`src/rtl/osnt_sume_rx_pkt_cutter.sv`:
```
// rtl/osnt_sume_rx_pkt_cutter.sv - RX packet truncation stage (optional OSNT_CUT_STATS_EN adds cut_pkt_count)
module osnt_sume_rx_pkt_cutter #(
    parameter int C_M_AXIS_DATA_WIDTH  = 64,
    parameter int C_S_AXIS_DATA_WIDTH  = 64,
    parameter int C_M_AXIS_TUSER_WIDTH = 128,
    parameter int C_S_AXIS_TUSER_WIDTH = 128,
    parameter int C_S_AXI_DATA_WIDTH   = 32
) (
    input  logic                              axis_aclk,
    input  logic                              axis_resetn,
    input  logic [C_S_AXIS_DATA_WIDTH-1:0]    s_axis_tdata,
    input  logic [C_S_AXIS_DATA_WIDTH/8-1:0]  s_axis_tkeep,
    input  logic [C_S_AXIS_TUSER_WIDTH-1:0]   s_axis_tuser,
    input  logic                              s_axis_tvalid,
    input  logic                              s_axis_tlast,
    output logic                              s_axis_tready,
    output logic [C_M_AXIS_DATA_WIDTH-1:0]    m_axis_tdata,
    output logic [C_M_AXIS_DATA_WIDTH/8-1:0]  m_axis_tkeep,
    output logic [C_M_AXIS_TUSER_WIDTH-1:0]   m_axis_tuser,
    output logic                              m_axis_tvalid,
    output logic                              m_axis_tlast,
    input  logic                              m_axis_tready,
    input  logic                              cut_en,
    input  logic [C_S_AXI_DATA_WIDTH-1:0]     cut_words,
    input  logic                              clear,
`ifdef OSNT_CUT_STATS_EN
    output logic [C_S_AXI_DATA_WIDTH-1:0]     cut_pkt_count,
`endif
    output logic [C_S_AXI_DATA_WIDTH-1:0]     rx_pkt_count
);

    typedef enum logic [1:0] {ST_HEAD, ST_PASS, ST_DROP} state_t;

    state_t      state;
    logic [15:0] bcnt;
    logic [15:0] snap_r;
    logic        cut_r;

    logic        head;
    logic        accept;
    logic [15:0] snap_new;
    logic        cut_new;
    logic [15:0] snap_cur;
    logic        cut_cur;
    logic [15:0] bcnt_cur;
    logic        end_cut;
    logic [C_M_AXIS_TUSER_WIDTH-1:0] tuser_head;
    logic        unused_cut_words;

    assign unused_cut_words = ^cut_words[C_S_AXI_DATA_WIDTH-1:16];

    // The drop state never stalls upstream; otherwise the single output slice gates input.
    assign s_axis_tready = (state == ST_DROP) | ~m_axis_tvalid | m_axis_tready;
    assign accept        = s_axis_tvalid & s_axis_tready;
    assign head          = (state == ST_HEAD);

    // Snap length and cut decision are taken from config only on the first beat.
    assign snap_new = (cut_en && cut_words[15:0] != 16'd0) ? cut_words[15:0] : 16'd0;
    assign cut_new  = (snap_new != 16'd0) && ({3'b000, s_axis_tuser[15:0]} > {snap_new, 3'b000});
    assign snap_cur = head ? snap_new : snap_r;
    assign cut_cur  = head ? cut_new  : cut_r;
    assign bcnt_cur = head ? 16'd1 : ((bcnt == 16'hFFFF) ? bcnt : bcnt + 16'd1);
    assign end_cut  = cut_cur && !s_axis_tlast && (bcnt_cur == snap_cur);

    // First-beat metadata: rewritten length in [15:0], original length kept in [47:32].
    always_comb begin
        tuser_head        = s_axis_tuser;
        tuser_head[47:32] = s_axis_tuser[15:0];
        tuser_head[15:0]  = cut_new ? {snap_new[12:0], 3'b000} : s_axis_tuser[15:0];
    end

    // Packet FSM plus the registered output slice.
    always_ff @(posedge axis_aclk or negedge axis_resetn) begin
        if (!axis_resetn) begin
            state         <= ST_HEAD;
            bcnt          <= 16'd0;
            snap_r        <= 16'd0;
            cut_r         <= 1'b0;
            m_axis_tvalid <= 1'b0;
            m_axis_tlast  <= 1'b0;
            m_axis_tdata  <= '0;
            m_axis_tkeep  <= '0;
            m_axis_tuser  <= '0;
        end else begin
            if (m_axis_tvalid && m_axis_tready)
                m_axis_tvalid <= 1'b0;
            if (accept) begin
                if (state == ST_DROP) begin
                    if (s_axis_tlast)
                        state <= ST_HEAD;
                end else begin
                    snap_r        <= snap_cur;
                    cut_r         <= cut_cur;
                    bcnt          <= bcnt_cur;
                    m_axis_tvalid <= 1'b1;
                    m_axis_tdata  <= s_axis_tdata;
                    m_axis_tkeep  <= end_cut ? {(C_M_AXIS_DATA_WIDTH/8){1'b1}} : s_axis_tkeep;
                    m_axis_tlast  <= s_axis_tlast | end_cut;
                    m_axis_tuser  <= head ? tuser_head : '0;
                    if (s_axis_tlast)
                        state <= ST_HEAD;
                    else if (end_cut)
                        state <= ST_DROP;
                    else
                        state <= ST_PASS;
                end
            end
        end
    end

    // Output packet counter; clear wins over increment.
    always_ff @(posedge axis_aclk or negedge axis_resetn) begin
        if (!axis_resetn)
            rx_pkt_count <= '0;
        else if (clear)
            rx_pkt_count <= '0;
        else if (m_axis_tvalid && m_axis_tready && m_axis_tlast)
            rx_pkt_count <= rx_pkt_count + 1'b1;
    end

`ifdef OSNT_CUT_STATS_EN
    // Truncated-packet counter, bumped on the first beat of each cut packet.
    always_ff @(posedge axis_aclk or negedge axis_resetn) begin
        if (!axis_resetn)
            cut_pkt_count <= '0;
        else if (clear)
            cut_pkt_count <= '0;
        else if (accept && head && cut_new)
            cut_pkt_count <= cut_pkt_count + 1'b1;
    end
`endif

endmodule
```
`config.mk`:
```
export PLATFORM = sky130hd
export DESIGN_NAME = osnt_sume_rx_pkt_cutter
export DESIGN_NICKNAME = d
export VERILOG_FILES = /design/src/rtl/osnt_sume_rx_pkt_cutter.sv
export SDC_FILE = /design/constraint.sdc
export NUM_CORES = 1
export LEC_CHECK = 0
export CORE_AREA = 8 8 177 179
export DETAILED_ROUTE_END_ITERATION = 16
export DIE_AREA = 0 0 185 187
export PLACE_DENSITY = 0.75
export REMOVE_ABC_BUFFERS = 1
export SLEW_MARGIN = 20
export SYNTH_ARGS = -nofsm -noshare
export SYNTH_HDL_FRONTEND = slang
export SYNTH_SLANG_ARGS = --single-unit
```
`constraint.sdc`:
```
create_clock -name axis_aclk -period 3.6 [get_ports axis_aclk]
set_input_delay 0.36 -clock axis_aclk [delete_from_list [all_inputs] [get_ports axis_aclk]]
set_output_delay 0.36 -clock axis_aclk [all_outputs]
set_load 0.02 [all_outputs]
```
==> results of run 1 <==
## final cells by class
class	instances	area, sq um	share of cell area [%]
repair buffers	477	4750	27.0
diodes	1	2.50	0.0142
inverters	30	113	0.639
clock buffers	44	903	5.12
clock inverters	9	136	0.773
well taps	384	480	2.72
multi-input cells	769	4510	25.6
flip-flops and latches	269	6730	38.2
## per-stage QoR
step | power (W) | TNS, ns
after floorplan | 0.00654 | -283.52
after global placement | 0.00891 | -2.07
after detailed placement | 0.00898 | -2.65
after CTS | 0.0122 | 0
after global routing | 0.0127 | 0
final | 0.0121 | 0
## layout by cell type, fill, tap and decap left out, types with 3 or more instances in the layout
cell type        instances
clkdlybuf4s50_1        440
nand2_1                273
dfrtp_1                269
a22o_1                 118
o21ai_0                 61
nor2_1                  58
a21oi_1                 32
nand3_1                 31
inv_1                   30
clkbuf_16               30
buf_4                   30
xor2_1                  24
xnor2_1                 23
nand4_1                 20
a31oi_1                 15
ha_1                    15
or3_1                   11
nor3_1                  10
clkbuf_8                10
o31ai_1                  7
and3_1                   6
and2_1                   5
mux2i_1                  5
buf_12                   5
nand2b_1                 4
clkbuf_1                 4
nor4_1                   3
or4_1                    3
a41oi_1                  3
o211ai_1                 3
and4_4                   3
clkinv_2                 3
bufinv_16                3
## logic make-up (layout without fill, tap and decap cells)
kind of cell | Yosys count | count (layout)
AO/OA/AOI/OAI | 252 | 252
XOR/XNOR | 47 | 47
adder cells (fa/ha/maj) | 15 | 15
buffers and inverters | 101 | 560
flip-flops | 269 | 269
multiplexers | 8 | 8
other | 0 | 1
AND/OR/NAND/NOR | 447 | 447
## flip-flops by register name (all words and copies together) (netlist names)
signal,flops
m_axis_tuser,128
m_axis_tdata,64
rx_pkt_count,32
bcnt,16
snap_r,16
m_axis_tkeep,8
state,2
cut_r,1
m_axis_tlast,1
m_axis_tvalid,1
## critical path, stage by stage
cell             delay, ns
clkdlybuf4s50_1       0.43
or4_1                 0.52
nor3_1                0.24
a41oi_1               0.23
nand2_1               0.15
ha_1                  0.24
and4b_1               0.21
nand4_1               0.09
o21ai_0               0.10
a21oi_2               0.15
a41oi_1               0.16
or4_1                 0.58
buf_4                 0.20
a31oi_1               0.18
## power by group
| part | leakage [nW] | switching, W | internal, W |
|---|---|---|---|
| Combinational | 3.89 | 0.00239 | 0.00214 |
| Clock | 0.508 | 0.00122 | 0.00194 |
| Sequential | 3.45 | 0.000545 | 0.00385 |
## metal layers
layer,global-route usage [%],up-vias
li1,-,4847
met1,27.3,5134
met2,35.8,427
met3,6.04,92
met4,8.37,0
met5,0,-
## worst max-delay path by stage
stage | start | endpoint | slack [ns] | cells past startpoint
2_1_floorplan | m_axis_tvalid | m_axis_tuser[0] | -1.57 | 3
3_3_place_gp | cut_words[10] | m_axis_tkeep[4] | -0.21 | 14
3_5_place_dp | cut_words[10] | m_axis_tkeep[2] | -0.28 | 14
4_1_cts | bcnt[0] | m_axis_tkeep[2] | 0.26 | 10
5_1_grt | cut_words[1] | m_axis_tlast | 0.02 | 15
6_report | cut_words[1] | m_axis_tkeep[2] | 0.22 | 14
## what timing repair did
item,CTS,global route
hold buffers,1,0
buffers inserted,0,0
endpoints found under the hold margin,94,0
gates resized for setup,0,0
==> run metrics, run 1 <==
DR iter-0 viols 868; drt wl/cell 19.9 microns; max cap viols 0; drt total wl 39.4 mm; initial antenna violation count 1; routed wl met3 3.50 mm; vias in the first global route 10600; Synth Flop Type dfrtp_1; Worst Hold Margin 0.331 ns; adder-cell area share of the yosys netlist 1.61%; final core utilization 62.1%; Rows 62; routed vias 10500; max-slew headroom at the worst pin 48.1%; worst hold path depth 3; DR pass1 iterations 5; Post-Synthesis Cells 1139; endpoints failing hold 0; final setup fails 0; die height 187 microns; vias per std cell 5.30; GR Util All Layers 22.0%; first-pass GRT wire length 61.0 mm; I/O Pins 474; Post-synth EDFFs 0; Worst Hold End m_axis_tdata[13]; Synth Register Bits 269; CTS tree built; CP arrival 3.85 ns; RD Place Congestion 0.889; Synth top cells by count nand2_1 (273), dfrtp_1 (269), a22o_1 (118); final non-filler cell total 1983; top cells by area, synth dfrtp_1 (58%), a22o_1 (8.9%), nand2_1 (8.8%), o21ai_0 (2.6%), clkbuf_1 (1.9%); Max Slew Vio Count 0; maximum clock frequency 296 MHz; Power per Cell Area 686 mW/mm^2; top cell type's share of synthesized area 57.8%; layout cells sized above 1 6.82%; crit start category input pin; final HPWL from detailed placement 29.1 mm; starting density of the core 41.1%; Root Buffer clkbuf_16; leading area contributor after synthesis dfrtp_1; mapped cell area 0.0117 sq mm; Synth warnings 0; RSZ-0062 raised after global routing false; FF-to-FF setup slack 0.25 ns; die area 0.0346 sq mm; post-synthesis mux area share 0.719%; main combinational cell family by area after synthesis simple AND/OR/NAND/NOR gates; Worst Hold Launch s_axis_tdata[13]; core area 0.0284 sq mm; crit share post-route 93.9%; Clock transition at path regs 0.06 ns; Finished Cell Area 0.0176 sq mm; reg2reg end m_axis_tkeep[2]; Post-route DRC 0; wire length on met1 15.7 mm; fill cell count 2311; Buffers on Ports 441; Inst Count DP 1928; syn_area_per_cell 10.2 sq um; crit end category register; fin crit period 3.38 ns; RR Startpoint bcnt[0]; Netlist cell types 56; highest metal used met4; leakage power 7.85 nW; VDD IR-drop max 454 uV; global route overflow 0; WP data required 4.06 ns; TritonCTS buffer count 30; CTS Sinks 269; Compound-Gate Fraction of Synth Area 15.5%; Post-DP Area 0.0166 sq mm; Hold WC Path Type input pin to register; Clock Path Buffers 3; P&R area growth vs syn 51.3%; met2 wire length 18.6 mm; largest net degree at the start of global routing 145; Clock Latency Late Sink 0.55 ns; Slew @ Worst Pin 0.778 ns; outcome complete, no violations; post-route setup slack 0.218 ns; simple logic cell fraction of the synthesized area 17.0%; Seq/Total Area, Yosys 57.8%; residual antenna-violating net count after detailed routing 0; Post-Synth XOR/XNOR Area 3.53%; Die X 185 microns; CTS HTree Levels 1; Final Skew 0.0105 ns; fin nets 1831; pre-CTS setup slack -0.280 ns; reg2reg path depth 10; FFs w/ async S/R, synth 100%; crit-path max FO 9; crit path kind input pin to register; cell with the most instances after synthesis nand2_1
No activity file was read; power rests on OpenSTA's default activity.
==> inputs of run 2 (changes only) <==
- PLACE_DENSITY: 0.75 -> unset
- PLACE_DENSITY_LB_ADDON: unset -> 0.05
==> run 2 against run 1 <==
- die area is the same
- flip-flop and latch count unchanged
- register-to-register slack worse by 0.06 ns
- wire length rose by 3.6%
- critical path type is now register to register
- maximum frequency down 0.75%
- global-route usage grew 1.1 points
- highest routed layer is now met5
- largest power group unchanged
- hold slack lost 0.0079 ns
- largest cell class unchanged
==> run metrics, run 2 (synthesis gave the netlist of run 1 again) <==
RSZ-0062 raised after global routing false; buffers plus inverters on the worst setup path 1; max-slew headroom at the worst pin 47.3%; final HPWL from detailed placement 30.5 mm; Root Buffer clkbuf_16; routed vias 10300; initial antenna violation count 8; max cap viols 0; outcome complete, no violations; crit path max-delay cell type or4_4; RD Place Congestion 0.879; Slew @ Worst Pin 0.791 ns; crit start category register; CTS HTree Levels 1; Post-route DRC 0; leakage power 7.88 nW; Power, Total 0.0122 W; starting density of the core 41.1%; largest net degree at the start of global routing 126; VDD IR-drop max 570 uV; TritonCTS buffer count 30; most frequent cells in the layout clkdlybuf4s50_1 (440), nand2_1 (273), dfrtp_1 (269); fin crit period 3.41 ns; Worst Hold Margin 0.323 ns; DR pass1 iterations 5; fin nets 1835; vias in the first global route 10600; Hold WC Path Type input pin to register; hold buffers post-CTS 1; die area 0.0346 sq mm; drt wl/cell 20.5 microns; CTS tree built; slowest stage delay, CP 0.56 ns; pre-CTS setup slack -0.295 ns; post_cts resized 0; Max Slew Vio Count 0; worst path cell trace ha_1, and4_4, nand4_2, a32oi_2, o22ai_1, or4_4, a211o_1, or4_1, buf_4, a31oi_1; layout cells sized above 1 7.29%; final setup fails 0; GR Util All Layers 23.0%; vias per std cell 5.17; P&R area growth vs syn 51.6%; endpoints failing hold 0; CTS Sinks 269; crit-path max FO 10; crit end category register; CP delay by family, top simple AND/OR/NAND/NOR gates; global route overflow 0; first-pass GRT wire length 62.8 mm; core area 0.0284 sq mm; crit share post-route 94.6%; Buffers on Ports 441; FF-to-FF setup slack 0.19 ns; CP arrival 3.89 ns; Largest Register m_axis_tuser; Die X 185 microns; DR iter-0 viols 704; maximum clock frequency 294 MHz; crit path kind register to register; Rows 62; Largest regs m_axis_tuser x128, m_axis_tdata x64, rx_pkt_count x32; die height 187 microns; Power per Cell Area 688 mW/mm^2; post-route setup slack 0.193 ns; WP data required 4.08 ns; Post-CTS Setup Bufs 0; Final Skew 0.0218 ns; drt total wl 40.8 mm; Clock Latency Late Sink 0.57 ns; I/O Pins 474; Largest register FFs 128; fill cell count 2427; residual antenna-violating net count after detailed routing 0; Clock transition at path regs 0.06 ns; Clock Path Buffers 3; most common cell after layout, fill and taps aside clkdlybuf4s50_1
run 2: through the flow:
stage | setup TNS, ns | instance area [sq um] | utilization [%] | instances
global route | 0 | 17700 | 62.2 | 1995
global placement | -1.84 | 16600 | 58.4 | 1932
floorplan | -283.52 | 11300 | - | 1068
finish | 0 | 17700 | 62.2 | 1995
CTS | 0 | 17700 | 62.2 | 1989
detailed placement | -2.84 | 16600 | 58.4 | 1932
run 2: path summary, 6_finish.rpt:
kind / to / cells after the start / startpoint
setup / recovery: m_axis_tkeep[6] / 10 / bcnt[1]
hold / removal: m_axis_tdata[51] / 3 / s_axis_tdata[51]
setup reg to reg: m_axis_tkeep[6] / 10 / bcnt[1]
hold reg to reg: m_axis_tdata[51] / 2 / m_axis_tdata[51]
max in group asynchronous: snap_r[15] / 3 / axis_resetn
min in group asynchronous: m_axis_tuser[65] / 2 / axis_resetn
run 2: power by group:
| group | leakage [nW] | switching [W] | internal [W] |
|---|---|---|---|
| clock network | 0.527 | 0.00128 | 0.00196 |
| registers | 3.45 | 0.000493 | 0.00385 |
| logic | 3.90 | 0.00243 | 0.00214 |
run 2: metal layers:
layer | wire [microns] | vias up | share of wire [%] | track usage [%]
met5 | 27 | - | 0.066 | 0
met4 | 1550 | 4 | 3.8 | 9.05
met3 | 3360 | 89 | 8.2 | 6.59
met2 | 19700 | 384 | 48 | 38.2
met1 | 16200 | 4976 | 40 | 27.8
li1 | - | 4859 | - | -
run 2: worst min-delay path, stage by stage:
cell and delay, ns:
clkdlybuf4s50_1 0.39, nand2_1 0.05, nand2_1 0.04
run 2: area by class of cell:
class                           instances  area [sq um]  area share, %
Sequential cell                       269          6730           38.1
Timing Repair Buffer                  481          4760           26.9
Multi-Input combinational cell        769          4510           25.5
Clock buffer                           35           800           4.52
Tap cell                              384           480           2.72
Clock inverter                         21           264           1.49
Inverter                               30           113          0.637
Antenna cell                            6          15.0         0.0850
==> inputs of run 3 (changes only) <==
- CORE_AREA: 8 8 177 179 -> unset
- CORE_MARGIN: unset -> 8
- CORE_UTILIZATION: unset -> 39
- DIE_AREA: 0 0 185 187 -> unset
- SKIP_CTS_REPAIR_TIMING: unset -> 1
- clock period: 3.6 -> 3 ns (I/O delays scaled with it)
==> run 3 against run 2 <==
- register-to-register slack got worse by 0.41 ns
- core utilization is 0.086 points higher
- largest cell class unchanged
- via count rose by 1.5%
- die area rose by 3.1%
- maximum frequency is 6.1% higher
- hold slack worse by 0.050 ns
- wire length up 2.5%
- critical endpoint is now m_axis_tkeep[1]
- clock skew fell by 0.00061 ns
- non-clock buffer count is 62 higher
- the flow now finishes with violations (negative setup slack)
- final cell count is 3.2% higher
==> run metrics, run 3 (synthesis gave the netlist of run 1 again) <==
failing checks negative setup slack; largest net degree at the start of global routing 97; FF-to-FF setup slack -0.21 ns; GR Util All Layers 22.5%; Int Pwr 0.00950 W; routed vias 10500; slowest stage delay, CP 0.59 ns; core area 0.0296 sq mm; fin nets 1897; layout cells sized above 1 11.9%; Comb power frac 39.2%; crit end category register; switching pwr 0.00510 W; Post-route DRC 0; vias per std cell 5.08; Power, Total 0.0146 W; CTS HTree Levels 1; Hold WC Path Type input pin to register; Die X 189 microns; crit-path max FO 5; drt wl/cell 20.3 microns; Clock transition at path regs 0.06 ns; Clk pwr share 24.9%; crit path max-delay cell type or4_4; maximum clock frequency 311 MHz; pre-CTS setup slack -0.866 ns; Root Buffer clkbuf_16; max-slew headroom at the worst pin 54.3%; first-pass GRT wire length 64.1 mm; max cap viols 0; Buffers on Ports 441; DR pass1 iterations 5; sequential power share 35.9%; CTS Sinks 269; Clock Latency Late Sink 0.55 ns; Clock Path Buffers 3; final setup fails 10; buffers plus inverters on the worst setup path 2; I/O Pins 474; WP data required 3.47 ns; highest metal used met5; vias in the first global route 10800; crit share post-route 107%; final HPWL from detailed placement 31.2 mm; switch share 34.9%; drt total wl 41.8 mm; met2 wire length 20.0 mm; most frequent cells in the layout clkdlybuf4s50_1 (436), nand2_1 (271), dfrtp_1 (269); starting density of the core 39.4%; VDD IR-drop max 477 uV; Crit path top cell by count or4_4; wire length on met1 17.7 mm; P&R area growth vs syn 58.0%; die area 0.0357 sq mm; CP delay by family, top simple AND/OR/NAND/NOR gates; crit path kind register to register; Largest Register m_axis_tuser; Power per Cell Area 792 mW/mm^2; die height 189 microns; fin crit period 3.21 ns; initial antenna violation count 3; global route overflow 0; TritonCTS buffer count 30; CP arrival 3.68 ns; Slew @ Worst Pin 0.680 ns; Largest register FFs 128; crit start category register; Rows 63; Final Skew 0.0212 ns; DR iter-0 viols 515; leakage power 8.30 nW; post-route setup slack -0.212 ns; Largest regs m_axis_tuser x128, m_axis_tdata x64, rx_pkt_count x32; RSZ-0062 raised after global routing true; most common cell after layout, fill and taps aside clkdlybuf4s50_1; Max Slew Vio Count 0; worst path cell trace ha_4, and4_4, buf_6, nand3_2, nand4_1, xnor2_2, or4_4, a211o_1, or4_4, buf_8, a31oi_2; residual antenna-violating net count after detailed routing 0; outcome finished, violations left; routed wl met3 2.87 mm; endpoints failing hold 0; CTS tree built; RD Place Congestion 0.864
run 3: per-layer routing:
metal,vias up,track usage (%)
li1,4971,-
met1,5073,28.6
met2,344,36.8
met3,77,6.22
met4,2,7.34
met5,-,0
run 3: power by group through the flow:
stage               sequential (W)  combinational, W  clock (W)
floorplan                  0.00631           0.00153          0
global placement           0.00524           0.00567          0
detailed placement         0.00526           0.00571          0
CTS                        0.00522           0.00572    0.00373
global route               0.00536           0.00610    0.00389
finish                     0.00524           0.00572    0.00364
run 3: area by class of cell:
cell class	count	area, sq um
repair buffers	543	5410
diodes	2	5.00
flip-flops and latches	269	6730
multi-input cells	769	4680
inverters	30	113
fillers	2552	11100
clock buffers	41	883
clock inverters	15	108
well taps	390	488
run 3: per-stage QoR:
stage / cell area, sq um / setup TNS [ns] / cells / hold slack [ns] / utilization (%)
final: 18400 / -1.98 / 2059 / 0.273 / 62.3
after global routing: 18400 / -3.81 / 2059 / 0.262 / 62.3
after CTS: 18100 / -3.12 / 2047 / -0.276 / 61.2
after detailed placement: 17100 / -18.79 / 1991 / 0.309 / 57.8
after global placement: 17100 / -15.07 / 1991 / 0.307 / 57.8
after floorplan: 11300 / -411.61 / 1068 / 0.00441 / -
run 3: tightest hold or removal path: stages:
cell and delay [ns]:
clkdlybuf4s50_1 0.39, nand2_1 0.06, nand2_1 0.04
run 3: final timing paths:
kind | from | end | cells after the start
max | bcnt[0] | m_axis_tkeep[1] | 11
min | s_axis_tdata[2] | m_axis_tdata[2] | 3
max reg2reg | bcnt[0] | m_axis_tkeep[1] | 11
min reg2reg | m_axis_tdata[18] | m_axis_tdata[18] | 2
max in group asynchronous | axis_resetn | m_axis_tuser[56] | 3
min in group asynchronous | axis_resetn | m_axis_tuser[65] | 2
